===== src/rtl/nx_axi4s_pkg.sv =====
// rtl/nx_axi4s_pkg.sv - Nexus-over-AXI4-stream slot format shared by packer and bridge
package nx_axi4s_pkg;

  localparam int NX_MSG_WIDTH      = 31;
  localparam int NX_SLOT_WIDTH     = 32;
  localparam int NX_SLOT_VALID_BIT = 31;

  typedef struct packed {
    logic                    valid;
    logic [NX_MSG_WIDTH-1:0] msg;
  } nx_slot_t;

  function automatic nx_slot_t nx_make_slot(input logic valid, input logic [NX_MSG_WIDTH-1:0] msg);
    nx_slot_t s;
    s.valid = valid;
    s.msg   = valid ? msg : '0;
    return s;
  endfunction

endpackage


===== src/rtl/nx_axi4s_packer_if.sv =====
// rtl/nx_axi4s_packer_if.sv - Nexus message input and AXI4-stream output bundle of the packer
interface nx_axi4s_packer_if #(
  parameter int AXI4_DATA_WIDTH = 128
);

  logic [nx_axi4s_pkg::NX_MSG_WIDTH-1:0] i_nx_data;
  logic                                  i_nx_valid;
  logic                                  o_nx_ready;
  logic                                  i_flush;
  logic [AXI4_DATA_WIDTH-1:0]            o_axi4s_tdata;
  logic                                  o_axi4s_tlast;
  logic                                  o_axi4s_tvalid;
  logic                                  i_axi4s_tready;
  logic                                  o_idle;

  modport slave (
    input  i_nx_data, i_nx_valid, i_flush, i_axi4s_tready,
    output o_nx_ready, o_axi4s_tdata, o_axi4s_tlast, o_axi4s_tvalid, o_idle
  );

  modport master (
    output i_nx_data, i_nx_valid, i_flush, i_axi4s_tready,
    input  o_nx_ready, o_axi4s_tdata, o_axi4s_tlast, o_axi4s_tvalid, o_idle
  );

endinterface


===== src/rtl/nx_axi4s_packer.sv =====
// rtl/nx_axi4s_packer.sv - packs 31-bit Nexus messages into AXI4-stream beats
// Beats close when full, on idle timeout or on flush; one-beat output register.
module nx_axi4s_packer
  import nx_axi4s_pkg::*;
#(
  parameter int AXI4_DATA_WIDTH = 128,
  parameter int TIMEOUT         = 16
) (
  input  logic             i_clk,
  input  logic             i_rst,
  nx_axi4s_packer_if.slave bus
);

  localparam int SLOTS = AXI4_DATA_WIDTH / NX_SLOT_WIDTH;
  localparam int CW    = $clog2(SLOTS + 1);

  typedef logic [CW-1:0] cnt_t;

  localparam cnt_t       SLOTS_C   = cnt_t'(SLOTS);
  localparam logic [7:0] TIMEOUT_C = 8'(TIMEOUT);

  logic [NX_MSG_WIDTH-1:0]    acc_q [SLOTS];
  cnt_t                       count_q;
  logic [7:0]                 idle_q;
  logic                       flush_pend_q;
  logic [AXI4_DATA_WIDTH-1:0] out_data_q;
  logic                       out_last_q;
  logic                       out_valid_q;

  logic [NX_MSG_WIDTH-1:0]    beat_acc [SLOTS];
  cnt_t                       beat_count;
  logic [AXI4_DATA_WIDTH-1:0] beat_data;
  logic [7:0]                 idle_d;
  logic can_take, full_hold, accept, carry;
  logic has_msgs, full, timeout_hit, pend_now, close, tlast, xfer;

  assign can_take       = !out_valid_q || bus.i_axi4s_tready;
  assign full_hold      = (count_q == SLOTS_C);
  assign bus.o_nx_ready = !i_rst && !(full_hold && !can_take);
  assign accept         = bus.i_nx_valid && bus.o_nx_ready;

  // A message arriving while a held full beat leaves starts the next accumulator.
  always_comb begin
    beat_acc   = acc_q;
    beat_count = count_q;
    carry      = 1'b0;
    if (accept) begin
      if (full_hold) begin
        carry = 1'b1;
      end else begin
        for (int k = 0; k < SLOTS; k++) begin
          if (cnt_t'(k) == count_q) beat_acc[k] = bus.i_nx_data;
        end
        beat_count = count_q + cnt_t'(1);
      end
    end
  end

  always_comb begin
    beat_data = '0;
    for (int k = 0; k < SLOTS; k++) begin
      beat_data[k*NX_SLOT_WIDTH +: NX_SLOT_WIDTH] = nx_make_slot(cnt_t'(k) < beat_count, beat_acc[k]);
    end
  end

  always_comb begin
    if (accept || beat_count == '0) idle_d = '0;
    else if (idle_q >= TIMEOUT_C)   idle_d = TIMEOUT_C;
    else                            idle_d = idle_q + 8'd1;
  end

  // Close is judged on the post-accept accumulator so full/flush/timeout beats leave next cycle.
  assign has_msgs    = (beat_count != '0);
  assign full        = (beat_count == SLOTS_C);
  assign timeout_hit = has_msgs && (idle_d == TIMEOUT_C);
  assign pend_now    = flush_pend_q || (bus.i_flush && has_msgs);
  assign close       = has_msgs && (full || timeout_hit || pend_now);
  assign tlast       = timeout_hit || pend_now;
  assign xfer        = close && can_take;

  always_ff @(posedge i_clk or posedge i_rst) begin
    if (i_rst) begin
      acc_q        <= '{default: '0};
      count_q      <= '0;
      idle_q       <= '0;
      flush_pend_q <= 1'b0;
      out_data_q   <= '0;
      out_last_q   <= 1'b0;
      out_valid_q  <= 1'b0;
    end else begin
      if (xfer) begin
        out_data_q  <= beat_data;
        out_last_q  <= tlast;
        out_valid_q <= 1'b1;
      end else if (bus.i_axi4s_tready) begin
        out_valid_q <= 1'b0;
      end

      if (xfer) begin
        count_q      <= carry ? cnt_t'(1) : '0;
        idle_q       <= '0;
        flush_pend_q <= 1'b0;
      end else begin
        count_q      <= beat_count;
        idle_q       <= idle_d;
        flush_pend_q <= pend_now;
      end

      if (carry) acc_q[0] <= bus.i_nx_data;
      else       acc_q    <= beat_acc;
    end
  end

  assign bus.o_axi4s_tdata  = out_data_q;
  assign bus.o_axi4s_tlast  = out_last_q;
  assign bus.o_axi4s_tvalid = out_valid_q;
  assign bus.o_idle         = (count_q == '0) && !out_valid_q && !flush_pend_q;

endmodule


===== src/flat_wrapper.sv =====
// flat-port wrapper written by rule: the top's interface ports become plain ports
module nx_axi4s_packer_flat import nx_axi4s_pkg::*;
#(
  parameter int AXI4_DATA_WIDTH = 128,
  parameter int TIMEOUT         = 16
)
  (i_clk, i_rst, bus_i_nx_data, bus_i_nx_valid, bus_i_flush, bus_i_axi4s_tready, bus_o_nx_ready, bus_o_axi4s_tdata, bus_o_axi4s_tlast, bus_o_axi4s_tvalid, bus_o_idle);
  nx_axi4s_packer_if #(.AXI4_DATA_WIDTH(AXI4_DATA_WIDTH)) bus_i ();
  input  logic i_clk;
  input  logic i_rst;
  input wire logic [$bits(bus_i.i_nx_data)-1:0] bus_i_nx_data;
  input wire logic [$bits(bus_i.i_nx_valid)-1:0] bus_i_nx_valid;
  input wire logic [$bits(bus_i.i_flush)-1:0] bus_i_flush;
  input wire logic [$bits(bus_i.i_axi4s_tready)-1:0] bus_i_axi4s_tready;
  output wire logic [$bits(bus_i.o_nx_ready)-1:0] bus_o_nx_ready;
  output wire logic [$bits(bus_i.o_axi4s_tdata)-1:0] bus_o_axi4s_tdata;
  output wire logic [$bits(bus_i.o_axi4s_tlast)-1:0] bus_o_axi4s_tlast;
  output wire logic [$bits(bus_i.o_axi4s_tvalid)-1:0] bus_o_axi4s_tvalid;
  output wire logic [$bits(bus_i.o_idle)-1:0] bus_o_idle;
  assign bus_i.i_nx_data = bus_i_nx_data;
  assign bus_i.i_nx_valid = bus_i_nx_valid;
  assign bus_i.i_flush = bus_i_flush;
  assign bus_i.i_axi4s_tready = bus_i_axi4s_tready;
  assign bus_o_nx_ready = bus_i.o_nx_ready;
  assign bus_o_axi4s_tdata = bus_i.o_axi4s_tdata;
  assign bus_o_axi4s_tlast = bus_i.o_axi4s_tlast;
  assign bus_o_axi4s_tvalid = bus_i.o_axi4s_tvalid;
  assign bus_o_idle = bus_i.o_idle;
  nx_axi4s_packer #(.AXI4_DATA_WIDTH(AXI4_DATA_WIDTH), .TIMEOUT(TIMEOUT)) u_core (.i_clk(i_clk), .i_rst(i_rst), .bus(bus_i));
endmodule

===== config.mk =====
export PLATFORM = sky130hd
export DESIGN_NAME = nx_axi4s_packer_flat
export DESIGN_NICKNAME = d
export VERILOG_FILES = /design/src/rtl/nx_axi4s_pkg.sv /design/src/rtl/nx_axi4s_packer_if.sv /design/src/rtl/nx_axi4s_packer.sv /design/src/flat_wrapper.sv
export SDC_FILE = /design/constraint.sdc
export NUM_CORES = 1
export LEC_CHECK = 0
export ABC_AREA = 1
export CORE_MARGIN = 5
export CORE_UTILIZATION = 27
export CTS_CLUSTER_SIZE = 24
export DETAILED_ROUTE_END_ITERATION = 10
export GPL_TIMING_DRIVEN = 0
export PLACE_DENSITY = 0.51
export SLEW_MARGIN = 10
export SYNTH_ARGS = -nofsm -noshare
export SYNTH_HDL_FRONTEND = slang
export SYNTH_SLANG_ARGS = --single-unit

===== constraint.sdc =====
create_clock -name i_clk -period 26.2 [get_ports i_clk]
set_clock_uncertainty 0.2 [all_clocks]
set_input_delay 6.55 -clock i_clk [delete_from_list [all_inputs] [get_ports i_clk]]
set_output_delay 6.55 -clock i_clk [all_outputs]
set_load 0.03 [all_outputs]

==> qor.yml <==
pre_cts_ws_ps: 10780
antenna_found_initial: 2
tns_ps: 0
num_vias: 9524
synthFlopType: "dfrtp_1"
core-area_um2: 41800
layout_common_cells: "440 x nand2_1, 266 x dfrtp_1, 167 x clkdlybuf4s50_1"
ys_types: 24
place.gp.congestion: 0.811
cts_hold_buf: 0
num_rows: 75
die_w_um: 215
die_h_um: 215
path_clk_slew_ps: 60
fmax_ghz: 0.0654
viasPerCell: 4.47
ctsResizeCount: 0
ant_nets: 0
cp_data_required_time_ps: 19450
finalHoldViolCount: 0
period_needed_ps: 15290
clockBufferDepth: 3
final_net_count: 1610
grt_overflow: 0
fill_cells: 4361
drt-pass1-iter-count: 5
cts_num_sinks: 266
final_common_cell: "nand2_1"
io_buffers: 167
power_density_nw_per_um2: 124
dpl_cell_area_um2: 13700
grt_pass1_wl_mm: 57.7
status: "finished clean"
cap_violations: 0
cp-start-kind: "input pin"
io_pins: 168
reg2reg_to: "u_core.bus.o_axi4s_tdata[94]"
r2r-start: "u_core.count_q[1]"
cts-root-buf: "clkbuf_16"
peakVddDrop_v: 0.0000498
design_area_um2: 14900
routed_wl_mm: 37.4
slew_viol_final: 0
r2r_slack_ps: 23080
syn_avg_cell_area_um2: 8.31
cp-end-kind: "output pin"
diodes: 0
grt_max_degree: 107
multi_input_area_um2: 3770
synth-seq-cells: 266
h-tree-depth: 1
ys_seq_area_frac: 0.588
numCtsBuffers: 31
routedWlPerCell_um: 17.5
worstRegToRegCells: 12
synth_warnings: 0
clk_latency_ps: 550
rsz0062_at_grt: "false"
drc_errors: 0
worstHoldPathCells: 2
seqCellArea_um2: 6660
first_iter_violations: 570
netlist_instances: 1363
worst_slew_pin_slew_ps: 1020
dieArea_um2: 46200
synth_edf_count: 0
worstPathMaxFanout: 106
initial_core_util: 0.271
worstHoldEndpoint: "u_core.bus.o_axi4s_tdata[31]"
worstHoldStart: "u_core.bus.o_axi4s_tdata[31]"
path_class: "input pin to output pin"
max_slew_margin: 0.317
setup_viol: 0
post_cts_buffers: 0
drive_gt1_frac: 0.0629
cp.arrival_ps: 8540
timing.final.ws_setup_ps: 10910
dp_hpwl_mm: 26.7
grt_pass1_vias: 9842
hold_path_class: "flip-flop to flip-flop"
syn_area_um2: 11300
cts_tree: "built"
area_growth_pct: 31.2
grtUsageTotal: 0.158
fin_crit_sh: 0.584
p_leak_nw: 7.68
ys_async_sr_fraction: 1.00
## cell families after synthesis
group	synth area share
compound gates	0.0752
xor+xnor	0.000773
fa+ha+maj	0.00773
buf+inv	0.0804
flops	0.588
other cells	0.000331
simple gates	0.248
## worst max-delay path, cell delays in order
cell and delay [ps]:
clkdlybuf4s50_1 560, inv_8 560, nand2_1 120, inv_1 70
clkdlybuf4s50_1 670
## flip-flops by register name, summed over array words and instances (netlist names)
register                   count
u_core.idle_q                  8
u_core.bus.o_axi4s_tlast       1
u_core.bus.o_axi4s_tdata     128
u_core.flush_pend_q            1
u_core.count_q                 3
u_core.acc_q                 124
u_core.bus.o_axi4s_tvalid      1
## report_power, final
part / internal (mW) / switching (mW)
clock network: 0.295 / 0.176
registers: 0.554 / 0.0558
logic: 0.254 / 0.509
total: 1.10 / 0.740
## how the worst max path moves through the flow
stage,start,end
global route,i_rst,bus_o_nx_ready
detailed placement,i_rst,bus_o_nx_ready
global placement,i_rst,bus_o_nx_ready
CTS,i_rst,bus_o_nx_ready
finish,i_rst,bus_o_nx_ready
floorplan,i_rst,bus_o_nx_ready
## cell usage after synthesis, types with 2 or more instances
library cell | n | area share
a21oi_1 | 40 | 0.018
buf_2 | 32 | 0.014
buf_4 | 2 | 0.0013
clkbuf_1 | 47 | 0.016
dfrtp_1 | 266 | 0.59
ha_1 | 7 | 0.0077
inv_1 | 141 | 0.047
inv_2 | 3 | 0.00099
nand2_1 | 440 | 0.15
nand2_2 | 3 | 0.0017
nand3_1 | 138 | 0.061
nand3_2 | 2 | 0.0018
nand4_1 | 4 | 0.0022
nor2_1 | 104 | 0.034
o21ai_0 | 124 | 0.055
o21ai_1 | 2 | 0.00088
## metal layers
metal / up-vias / GRT usage / part of all wire
met5: - / 0 / 0.00035
met4: 2 / 0.0359 / 0.022
met3: 47 / 0.0305 / 0.058
met2: 222 / 0.256 / 0.46
met1: 4596 / 0.222 / 0.46
li1: 4657 / - / -
## area by class of cell
type,count,share of cell area
clock inverter,14,0.0154
clock buffer,43,0.0599
multi-input combinational,871,0.254
tap,539,0.0454
inverter,145,0.0371
timing repair buffer,169,0.116
sequential,266,0.448
buffer,83,0.0247
## stage by stage
step	hold WS [ps]	util	total power, mW	std cells
after global placement	252	0.328	1.38	2071
after global routing	284	0.356	1.98	2130
after floorplan	276	-	1.10	1365
final	259	0.356	1.84	2130
after CTS	268	0.356	1.87	2130
after detailed placement	251	0.329	1.39	2073
No activity file was read; power rests on OpenSTA's default activity.
